[config.mk]
export PLATFORM = sky130hd
export DESIGN_NAME = sub_16bit_pipe
export DESIGN_NICKNAME = d
export VERILOG_FILES = /design/src/rtl/sub_pipe_pkg.sv /design/src/rtl/sub_4bit_slice.sv /design/src/rtl/sub_16bit_pipe.sv
export SDC_FILE = /design/constraint.sdc
export NUM_CORES = 1
export LEC_CHECK = 0
export CORE_AREA = 3 3 84 125
export CTS_BUF_LIST = sky130_fd_sc_hd__clkbuf_8
export DETAILED_ROUTE_END_ITERATION = 7
export DIE_AREA = 0 0 87 128
export DONT_BUFFER_PORTS = 1
export PLACE_DENSITY = 0.56
export SYNTH_ARGS = -nofsm -noshare
export SYNTH_HDL_FRONTEND = slang
export SYNTH_HIERARCHICAL = 1
export SYNTH_SLANG_ARGS = --single-unit
[constraint.sdc]
create_clock -name clk -period 5.5 [get_ports clk]
set_input_delay 0.825 -clock clk [delete_from_list [all_inputs] [get_ports clk]]
set_output_delay 0.825 -clock clk [all_outputs]
set_load 0.02 [all_outputs]
[src/rtl/sub_pipe_pkg.sv]
// Shared constants and slice type for the pipelined subtractor.
package sub_pipe_pkg;

    localparam int SUB_WIDTH  = 16;
    localparam int SUB_SLICE  = 4;
    localparam int SUB_STAGES = SUB_WIDTH / SUB_SLICE;

    typedef logic [SUB_SLICE-1:0] slice_t;

endpackage

[src/rtl/sub_4bit_slice.sv]
// Combinational SLICE-bit ripple-borrow subtract: diff = a - b - bin.
module sub_4bit_slice
    import sub_pipe_pkg::*;
#(
    parameter int SLICE = SUB_SLICE
) (
    input  logic [SLICE-1:0] a,
    input  logic [SLICE-1:0] b,
    input  logic             bin,
    output logic [SLICE-1:0] diff,
    output logic             bout
);

    logic br;

    always_comb begin
        diff = '0;
        br   = bin;
        for (int i = 0; i < SLICE; i++) begin
            diff[i] = a[i] ^ b[i] ^ br;
            br      = (~a[i] & (b[i] | br)) | (b[i] & br);
        end
        bout = br;
    end

endmodule

[src/rtl/sub_16bit_pipe.sv]
// Pipelined subtractor, one SLICE-bit ripple slice per stage, pipeline-wide stall.
// Optional signed overflow output: define SUB_PIPE_OVERFLOW_EN.
module sub_16bit_pipe
    import sub_pipe_pkg::*;
#(
    parameter int WIDTH = SUB_WIDTH,
    parameter int SLICE = SUB_SLICE
) (
    input  logic             clk,
    input  logic             reset,
    input  logic             en,
    input  logic             in_valid,
    input  logic [WIDTH-1:0] a,
    input  logic [WIDTH-1:0] b,
    input  logic             bin,
    output logic [WIDTH-1:0] diff,
    output logic             bout,
`ifdef SUB_PIPE_OVERFLOW_EN
    output logic             ovf,
`endif
    output logic             out_valid
);

    localparam int STAGES = WIDTH / SLICE;

    for (genvar k = 0; k < STAGES; k++) begin : g_stg
        // Operand bits not yet consumed when they reach stage k.
        localparam int IW = WIDTH - k*SLICE;

        logic [IW-1:0]          ain, bn;
        logic                   bi;
        logic [SLICE-1:0]       sd;
        logic                   bo;
        // Result accumulates low slices as it moves up, so all bits leave together.
        logic [(k+1)*SLICE-1:0] res;
        logic                   brw, vld;

        sub_4bit_slice #(.SLICE(SLICE)) u_slice (
            .a    (ain[SLICE-1:0]),
            .b    (bn[SLICE-1:0]),
            .bin  (bi),
            .diff (sd),
            .bout (bo)
        );

        if (k == 0) begin : g_src
            assign ain = a;
            assign bn  = b;
            assign bi  = bin;

            always_ff @(posedge clk or negedge reset) begin
                if (!reset) begin
                    res <= '0;
                    brw <= 1'b0;
                    vld <= 1'b0;
                end else if (en) begin
                    res <= sd;
                    brw <= bo;
                    vld <= in_valid;
                end
            end
        end else begin : g_src
            assign ain = g_stg[k-1].g_hi.a_hi;
            assign bn  = g_stg[k-1].g_hi.b_hi;
            assign bi  = g_stg[k-1].brw;

            always_ff @(posedge clk or negedge reset) begin
                if (!reset) begin
                    res <= '0;
                    brw <= 1'b0;
                    vld <= 1'b0;
                end else if (en) begin
                    res <= {sd, g_stg[k-1].res};
                    brw <= bo;
                    vld <= g_stg[k-1].vld;
                end
            end
        end

        if (IW > SLICE) begin : g_hi
            logic [IW-SLICE-1:0] a_hi, b_hi;

            always_ff @(posedge clk or negedge reset) begin
                if (!reset) begin
                    a_hi <= '0;
                    b_hi <= '0;
                end else if (en) begin
                    a_hi <= ain[IW-1:SLICE];
                    b_hi <= bn[IW-1:SLICE];
                end
            end
        end
    end

    assign diff      = g_stg[STAGES-1].res;
    assign bout      = g_stg[STAGES-1].brw;
    assign out_valid = g_stg[STAGES-1].vld;

`ifdef SUB_PIPE_OVERFLOW_EN
    // Operand sign bits registered alongside the top slice to stay aligned with diff.
    logic a_msb, b_msb;

    always_ff @(posedge clk or negedge reset) begin
        if (!reset) begin
            a_msb <= 1'b0;
            b_msb <= 1'b0;
        end else if (en) begin
            a_msb <= g_stg[STAGES-1].ain[SLICE-1];
            b_msb <= g_stg[STAGES-1].bn[SLICE-1];
        end
    end

    assign ovf = (a_msb != b_msb) && (diff[WIDTH-1] != a_msb);
`endif

endmodule
==> out/metrics.csv <==
metric;value;unit
Post-synth EDFFs;0;
Layout Area Growth over Synthesis;5.111;%
worst-margin pin slew;0.2735;ns
first-pass GRT wire length;9784;um
Setup WS pre-CTS;2.798;ns
largest net degree at the start of global routing;97;
most instantiated library cell after synthesis;dfrtp_1;
clk buf depth;2;
Mapped Area;4235;um^2
top cell type's share of synthesized area;56.72;%
setup repair after global routing missed its margin;no;
pwr dens;415.9;nW/um^2
unique cell type count in the Yosys netlist;9;
TritonRoute pass-1 iters;2;
routed vias;1820;
# clock sinks;96;
fin. max-slew vios;0;
I/O pins;55;
design area;4452;um^2
status;complete, no violations;
DRC errors left;0;
std cell rows;43;
Worst VDD drop;0.2202;mV
HP Class;input pin to async pin;
DP HPWL;3551;um
CTS tree;yes;
DR WL/cell;15.41;um
placed inst area;4244;um^2
initial antenna violation count;0;
net count after synthesis;312;
Placer Congestion;0.6767;
Syn Area/Cell;16.35;um^2
post-layout net count;312;
Initial Util;44.98;%
clock skew;0.01054;ns
Critical Path RT;5.74;ns
asr flop ratio synth;100.0;%
WP data arrival;2.56;ns
PortBufs;0;
Yosys reg bits;96;
WL final;5765;um
dominant cell type by area after synthesis;dfrtp_1;
Max Clock Freq;430.3;MHz
antenna diode count;0;
total CTS buffers;9;
PostCTS Resize Cnt;0;
via-per-instance ratio;4.866;
sequential fraction of the synthesis area;56.72;%
clk slew on worst S/H paths;0.09;ns
fin crit period;2.324;ns
Post-synth top cells;96 x dfrtp_1, 56 x mux2_2, 40 x inv_1, 40 x mux2_4, 16 x fa_1;
vias in the first global route;1955;
synth top area cells;dfrtp_1 57%, mux2_2 15%, mux2_4 14%;
Core ar.;9415;um^2
P_leak;2.111;nW
Routed Antenna Nets;0;
Hold-fix buffers, CTS;0;
Worst Setup Slack, final;3.176;ns
nature of the critical path startpoint;register;
clock root cell;clkbuf_8;
Pwr Total;1.851;mW
GRT Util Overall;11.48;%
Skew-Pair Late Insertion Delay;0.35;ns
First DRT Iteration DRCs;83;
Fin Setup TNS;0;ns
layout cells sized above 1;41.98;%
Max-Cap Viols;0;
period utilisation layout;42.25;%
synth warn;6;
global route total overflow;0;
Final setup viols;0;
worst-path maximum fanout;2;
CP Capture Type;register;
Die Height;128;um
Post-CTS Setup Repair Bufs;0;
DIE WIDTH;87;um
Synth Instances;259;
die area;11140;um^2
Main synth FF type;dfrtp_1;
WS Path Type;register to register;
final hold violations;0;
H-tree level count;3;
max_slew headroom;81.76;%
area by class of cell:
| cell class | instances | area, um^2 |
|---|---|---|
| inverters | 40 | 150.1 |
| flip-flops and latches | 96 | 2402 |
| fillers | 814 | 4964 |
| clock buffers | 10 | 137.6 |
| well taps | 112 | 140.1 |
| clock inverters | 4 | 70.07 |
| multi-input cells | 112 | 1551 |
where the power goes:
part / internal [mW] / switching (mW)
clock network: 0.262 / 0.223
logic: 0.209 / 0.0877
registers: 0.887 / 0.183
total: 1.36 / 0.494
worst max-delay path: stages (launching register included):
cell,delay (ns)
dfrtp_1,0.38
inv_1,0.09
fa_1,0.17
inv_1,0.05
fa_1,0.39
fa_1,0.38
inv_1,0.08
fa_1,0.40
mux2_2,0.27
state kept, by name, summed over array words and instances, names as in the netlist:
signal,flops
g_stg.g_hi.a_hi,24
g_stg.g_hi.b_hi,24
g_stg.res,24
diff,16
g_stg.brw,3
g_stg.vld,3
bout,1
out_valid,1
final timing paths:
path | from | endpoint | slack (ns) | depth (start not counted)
setup / recovery | g_stg[1].g_hi.b_hi[0] | g_stg[2].res[11] | 3.18 | 8
hold / removal | reset | diff[12] | 0.16 | 0
setup reg to reg | g_stg[1].g_hi.b_hi[0] | g_stg[2].res[11] | 3.18 | 8
hold reg to reg | g_stg[2].res[6] | diff[6] | 0.50 | 1
max in group asynchronous | reset | g_stg[1].res[1] | 5.21 | 0
min in group clk | g_stg[2].res[6] | diff[6] | 0.50 | 1
through the flow:
step	instances	util (%)	hold slack [ns]
after floorplan	259	-	0.4750
after global placement	360	45.08	0.4852
after detailed placement	360	45.08	0.4907
after CTS	374	47.28	0.1310
after global routing	374	47.28	0.1214
final	374	47.28	0.1613
per-layer routing:
layer  share of wire (%)  wire (um)  vias to the layer above  GRT usage (%)
met5                   0          0                        -              0
met4                 1.6         94                        0          5.780
met3                 4.4        254                        7          3.280
met2                  48       2771                       36          17.00
met1                  46       2644                      948          15.32
li1                    -          -                      829              -
cell usage in the layout (no fill, tap or decap), drive strengths merged:
| cell type | netlist | final |
|---|---|---|
| fa | 16 | 16 |
| clkinv | 0 | 2 |
| dfrtp | 96 | 96 |
| mux2 | 96 | 96 |
| clkbuf | 0 | 10 |
| inv | 40 | 40 |
| bufinv | 0 | 2 |
logic make-up after synthesis:
logic type	Yosys count	share of synthesized area [%]
fa+ha+maj	16	7.563
mux	96	29.07
buf+inv	51	6.647
flops	96	56.72
Power figures use the tool's default switching activity.
